==> config.mk <==
export PLATFORM = sky130hd
export DESIGN_NAME = md4_digest_accum
export DESIGN_NICKNAME = d
export VERILOG_FILES = /design/src/rtl/md4_pkg.sv /design/src/rtl/md4_add4x32.sv /design/src/rtl/md4_digest_accum.sv
export SDC_FILE = /design/constraint.sdc
export NUM_CORES = 1
export LEC_CHECK = 0
export BUFFER_PORTS_ARGS = -buffer_cell sky130_fd_sc_hd__buf_2
export CELL_PAD_IN_SITES_DETAIL_PLACEMENT = 1
export CELL_PAD_IN_SITES_GLOBAL_PLACEMENT = 2
export CORE_ASPECT_RATIO = 1.75
export CORE_MARGIN = 3
export CORE_UTILIZATION = 29
export DETAILED_ROUTE_END_ITERATION = 12
export PLACE_DENSITY = 0.85
export SYNTH_ARGS = -nofsm -noshare
export SYNTH_HDL_FRONTEND = slang
export SYNTH_SLANG_ARGS = --single-unit
==> constraint.sdc <==
create_clock -name clk -period 3.19 [get_ports clk]
set_input_delay 0.1595 -clock clk [delete_from_list [all_inputs] [get_ports clk]]
set_output_delay 0.1595 -clock clk [all_outputs]
set_load 0.1 [all_outputs]
==> src/rtl/md4_pkg.sv <==
// Shared MD4 definitions: chaining IVs, accumulator state encoding and byte-swap helper.
// Reused by the round stages as well as the digest accumulator.
package md4_pkg;

  localparam logic [31:0] MD4_IV_A = 32'h67452301;
  localparam logic [31:0] MD4_IV_B = 32'hefcdab89;
  localparam logic [31:0] MD4_IV_C = 32'h98badcfe;
  localparam logic [31:0] MD4_IV_D = 32'h10325476;

  typedef enum logic [1:0] {
    ST_IDLE  = 2'd0,
    ST_ACCUM = 2'd1,
    ST_DONE  = 2'd2
  } md4_state_e;

  // MD4 emits words little-endian, so the digest byte stream is each word reversed.
  function automatic logic [31:0] bswap32(input logic [31:0] w);
    return {w[7:0], w[15:8], w[23:16], w[31:24]};
  endfunction

endpackage

==> src/rtl/md4_add4x32.sv <==
// Four independent 32-bit lanes, each summed modulo 2^32 (carry out dropped).
// Purely combinational; the caller owns all state.
module md4_add4x32 (
  input  logic [31:0] x_a,
  input  logic [31:0] x_b,
  input  logic [31:0] x_c,
  input  logic [31:0] x_d,
  input  logic [31:0] y_a,
  input  logic [31:0] y_b,
  input  logic [31:0] y_c,
  input  logic [31:0] y_d,
  output logic [31:0] sum_a,
  output logic [31:0] sum_b,
  output logic [31:0] sum_c,
  output logic [31:0] sum_d
);

  assign sum_a = x_a + y_a;
  assign sum_b = x_b + y_b;
  assign sum_c = x_c + y_c;
  assign sum_d = x_d + y_d;

endmodule

==> src/rtl/md4_digest_accum.sv <==
// MD4 chaining-value accumulator: folds each block's round-3 outputs into h_*
// and presents the byte-ordered digest once the final block has been absorbed.
//
// state    | meaning
// ---------+-----------------------------------------------------------
// ST_IDLE  | no message in progress; h_* / blk_count hold last values
// ST_ACCUM | accepting round-3 outputs, one block per transfer
// ST_DONE  | final block absorbed, digest valid until consumer takes it
module md4_digest_accum
  import md4_pkg::*;
#(
  parameter int          CNT_W = 16,
  parameter logic [31:0] IV_A  = MD4_IV_A,
  parameter logic [31:0] IV_B  = MD4_IV_B,
  parameter logic [31:0] IV_C  = MD4_IV_C,
  parameter logic [31:0] IV_D  = MD4_IV_D
) (
  input  logic               clk,
  input  logic               rst_n,
  input  logic               start,
  input  logic               in_valid,
  output logic               in_ready,
  input  logic               in_last,
  input  logic [31:0]        in_a,
  input  logic [31:0]        in_b,
  input  logic [31:0]        in_c,
  input  logic [31:0]        in_d,
  output logic [31:0]        h_a,
  output logic [31:0]        h_b,
  output logic [31:0]        h_c,
  output logic [31:0]        h_d,
  output logic [127:0]       digest,
  output logic               digest_valid,
  input  logic               digest_ready,
  output logic [CNT_W-1:0]   blk_count,
  output logic               busy
);

  localparam logic [CNT_W-1:0] CNT_ONE = CNT_W'(1);
  localparam logic [CNT_W-1:0] CNT_MAX = '1;

  md4_state_e  state;
  logic [31:0] sum_a, sum_b, sum_c, sum_d;

  md4_add4x32 u_add (
    .x_a   (h_a),
    .x_b   (h_b),
    .x_c   (h_c),
    .x_d   (h_d),
    .y_a   (in_a),
    .y_b   (in_b),
    .y_c   (in_c),
    .y_d   (in_d),
    .sum_a (sum_a),
    .sum_b (sum_b),
    .sum_c (sum_c),
    .sum_d (sum_d)
  );

  assign digest = {bswap32(h_a), bswap32(h_b), bswap32(h_c), bswap32(h_d)};

  // start outranks everything except reset, including a pending transfer or digest_ready.
  always_ff @(posedge clk) begin
    if (!rst_n) begin
      state        <= ST_IDLE;
      h_a          <= IV_A;
      h_b          <= IV_B;
      h_c          <= IV_C;
      h_d          <= IV_D;
      blk_count    <= '0;
      in_ready     <= 1'b0;
      busy         <= 1'b0;
      digest_valid <= 1'b0;
    end else if (start) begin
      state        <= ST_ACCUM;
      h_a          <= IV_A;
      h_b          <= IV_B;
      h_c          <= IV_C;
      h_d          <= IV_D;
      blk_count    <= '0;
      in_ready     <= 1'b1;
      busy         <= 1'b1;
      digest_valid <= 1'b0;
    end else begin
      case (state)
        ST_ACCUM: begin
          if (in_valid) begin
            h_a <= sum_a;
            h_b <= sum_b;
            h_c <= sum_c;
            h_d <= sum_d;
            if (blk_count != CNT_MAX) blk_count <= blk_count + CNT_ONE;
            if (in_last) begin
              state        <= ST_DONE;
              in_ready     <= 1'b0;
              busy         <= 1'b0;
              digest_valid <= 1'b1;
            end
          end
        end
        ST_DONE: begin
          if (digest_ready) begin
            state        <= ST_IDLE;
            digest_valid <= 1'b0;
          end
        end
        default: begin
          state        <= ST_IDLE;
          in_ready     <= 1'b0;
          busy         <= 1'b0;
          digest_valid <= 1'b0;
        end
      endcase
    end
  end

endmodule

==> impl_metrics.tcl <==
set metrics [dict create \
    finalHoldViolCount 0 \
    cp_slowest_cell "fa_1" \
    core-area_mm2 0.04174 \
    drtIter0Drc 411 \
    grt_max_degree 73 \
    finalMaxSlewViolations 0 \
    synth_mux_area_share_pct 0.4077 \
    synthXorXnorAreaFrac_pct 7.848 \
    post-cts-setup-buffers 0 \
    routedWlPerCell_um 18.27 \
    grt_pass1_vias 12890 \
    synthAdderAreaFrac_pct 13.39 \
    fin_area_mm2 0.01463 \
    syn2layout_area_growth_pct 19.14 \
    synth-simple-area-share_pct 16.10 \
    required_ns 3.54 \
    gp_congestion 0.8707 \
    ys.flop_type "dfxtp_1" \
    antenna_left 0 \
    power.total_mw 6.173 \
    hpwl_mm 34.44 \
    fmax_mhz 332.1 \
    yosysMostFrequentCell "nand2_1" \
    crit_chain "ha_1, fa_1, a21o_1, a21o_2, a211oi_2, o21ai_1, o21ai_2, o31a_1, o21ai_2, o22ai_1, xor2_1, a211oi_1" \
    firstDrtPassIters 4 \
    ys_seq_area_share_pct 23.97 \
    vias_per_cell 5.144 \
    synthCells 1572 \
    cp_common_cell "o21ai_2" \
    syn_avg_cell_area_um2 7.810 \
    io_pins 409 \
    numCtsBuffers 17 \
    clockBufferDepth 2 \
    dieArea_mm2 0.04494 \
    multi_input_area_mm2 0.008034 \
    synth_top_family_by_area "compound AO/OA/AOI/OAI gates" \
    start_util_pct 29.41 \
    ir_worst_vdd_uv 304.4 \
    grt_use_total_pct 18.80 \
    cp-start-kind "flip-flop" \
    synthArstFlopShare_pct 0 \
    cts_tree "built" \
    critical_path_arrival_ns 3.36 \
    clk_latency_ns 0.44 \
    place_area_mm2 0.01396 \
    drive_above_1_share_pct 27.44 \
    setup_ws_ns 0.1786 \
    num-fill-cells 5194 \
    outcome "finished, final reports clean" \
    leakage_nw 6.815 \
    crit_type "reg -> reg" \
    period_share_pct 94.40 \
    synth_top_area_share_pct 23.97 \
    layout_min_cycle_time_ns 3.011 \
    cap_violations 0 \
    drc_errors 0 \
    clock_sinks 147 \
    cp_max_fo 5 \
    crit_buf_inv 0 \
    grt_pass1_wl_mm 68.13 \
    ff_latch_area_mm2 0.002947 \
    die_w_um 161.5 \
    cts-root-buf "clkbuf_16" \
    synth_edf_count 0 \
    ys_ff_latch 147 \
    synth_area_leaders "dfxtp_1 (24%), ha_1 (13%), buf_4 (7.9%), a21oi_1 (7.2%), nand2_1 (6.1%)" \
    slew_headroom_pct 62.45 \
    grt_overflow 0 \
    final_nets 2083 \
    syn_area_mm2 0.01228 \
    die_h_um 278.2 \
    syn_nets 1835 \
    synthTopCellsByCount "nand2_1 (201), a21oi_1 (176), dfxtp_1 (147), buf_4 (130), ha_1 (125)" \
    antenna_found_initial 4 \
    max_stage_delay_ns 0.43 \
    synth_area_leader_cell "dfxtp_1" \
    place_ws_ns 0.005920 \
    vias 12290 \
    htreeDepth 4 \
    clkTransAtPathRegs_ns 0.07 \
    yosysUniqueCellTypes 71 \
    yosysWarnings 0 \
    p_per_area_mw_per_mm2 422.0 \
    routed_wl_mm 43.64 \
    critPathCaptureType "flip-flop" \
    io_buffers 408 \
    synth_compound_area_share_pct 27.21 \
    rows 99 \
    rsz0062_at_grt "false" \
    setup_violations 0 \
    worst_pin_slew_ns 0.5672 \
    fin_skew_ns 0.01264 \
    crit_family "compound AO/OA/AOI/OAI gates" \
    hold_class "in -> reg" \
]
[timing repair]
item | 4_1_cts | 5_1_grt
hold buffers | 1 | 0
endpoints found under the hold margin | 1 | 0
gates resized for setup | 1 | 8
pin swaps | 0 | 4
gates cloned | 0 | 0
setup endpoints to repair | 1 | 10
[state kept, by name, summed over array words and instances (netlist names)]
signal	flops
h_a	32
h_c	32
h_b	32
h_d	32
state	2
busy	1
blk_count	16
[kinds of logic (layout without fill, tap and decap cells)]
group,after synthesis,after routing
XOR/XNOR,110,110
AO/OA/AOI/OAI,517,517
AND/OR/NAND/NOR,435,435
flip-flops,147,147
multiplexers,5,5
buffers and inverters,229,490
adder cells (fa/ha/maj),129,129
other,0,1
[where the power goes]
group | total, mW | internal, mW | leakage (nW) | switching (mW)
Combinational | 2.03 | 0.602 | 5.32 | 1.42
Sequential | 1.93 | 1.88 | 1.19 | 0.0539
Clock | 2.21 | 1.26 | 0.300 | 0.956
Total | 6.17 | 3.74 | 6.81 | 2.43
[metrics by stage]
| step | std cells | util [%] | hold slack, ns | TNS (ns) |
|---|---|---|---|---|
| finish | 2389 | 35.04 | 0.03269 | 0 |
| global route | 2389 | 35.04 | 0.01733 | 0 |
| CTS | 2388 | 34.97 | 0.0008353 | 0 |
| detailed placement | 2355 | 33.44 | 0.4530 | 0 |
| global placement | 2355 | 33.44 | 0.4283 | 0 |
| floorplan | 1572 | - | 0.2877 | -0.006094 |
[worst reg2reg max path: cells and delay by family (launching register included)]
family,cells,cell delay [ns]
xor+xnor,1,0.09
flops,1,0.33
fa+ha+maj,2,0.69
compound gates,9,1.80
[area by class of cell]
class	instances	share of cell area, %
Clock buffer	17	2.908
Tap cell	555	4.748
Inverter	34	0.8725
Clock inverter	15	1.326
Sequential cell	147	20.15
Timing Repair Buffer	424	15.06
Multi-Input combinational cell	1196	54.93
Antenna cell	1	0.01711
[metal layers]
metal	track usage [%]	wire length, um	up-vias
li1	-	-	5990
met1	18.89	16150	5921
met2	37.62	24250	301
met3	3.366	1901	72
met5	0	27	-
met4	6.977	1306	4
[placed cells by master, fill, tap and decap left out, drive strengths merged, types with 4 or more instances in the layout]
cell      n
buf     423
nand2   201
a21oi   181
dfxtp   147
ha      125
o21ai   102
nor2     84
a21o     72
xnor2    59
xor2     51
o211ai   43
inv      42
nand3    35
o21bai   23
nor3     22
nand4    21
a211oi   21
a31oi    20
clkbuf   17
nand2b   15
nor2b    13
o21a     12
and3     11
or3       9
and4      7
o31ai     6
mux2i     5
and2      5
fa        4
a221oi    4
a41oi     4
o221ai    4
o311ai    4
[path summary, 6_finish.rpt]
kind,end,cells after the start,start,slack [ns]
max,h_d[26],12,h_d[0],0.18
min reg2reg,h_d[0],2,h_d[0],0.47
min,state[0],2,rst_n,0.03
max reg2reg,h_d[26],12,h_d[0],0.18
No activity file was read; power rests on OpenSTA's default activity.
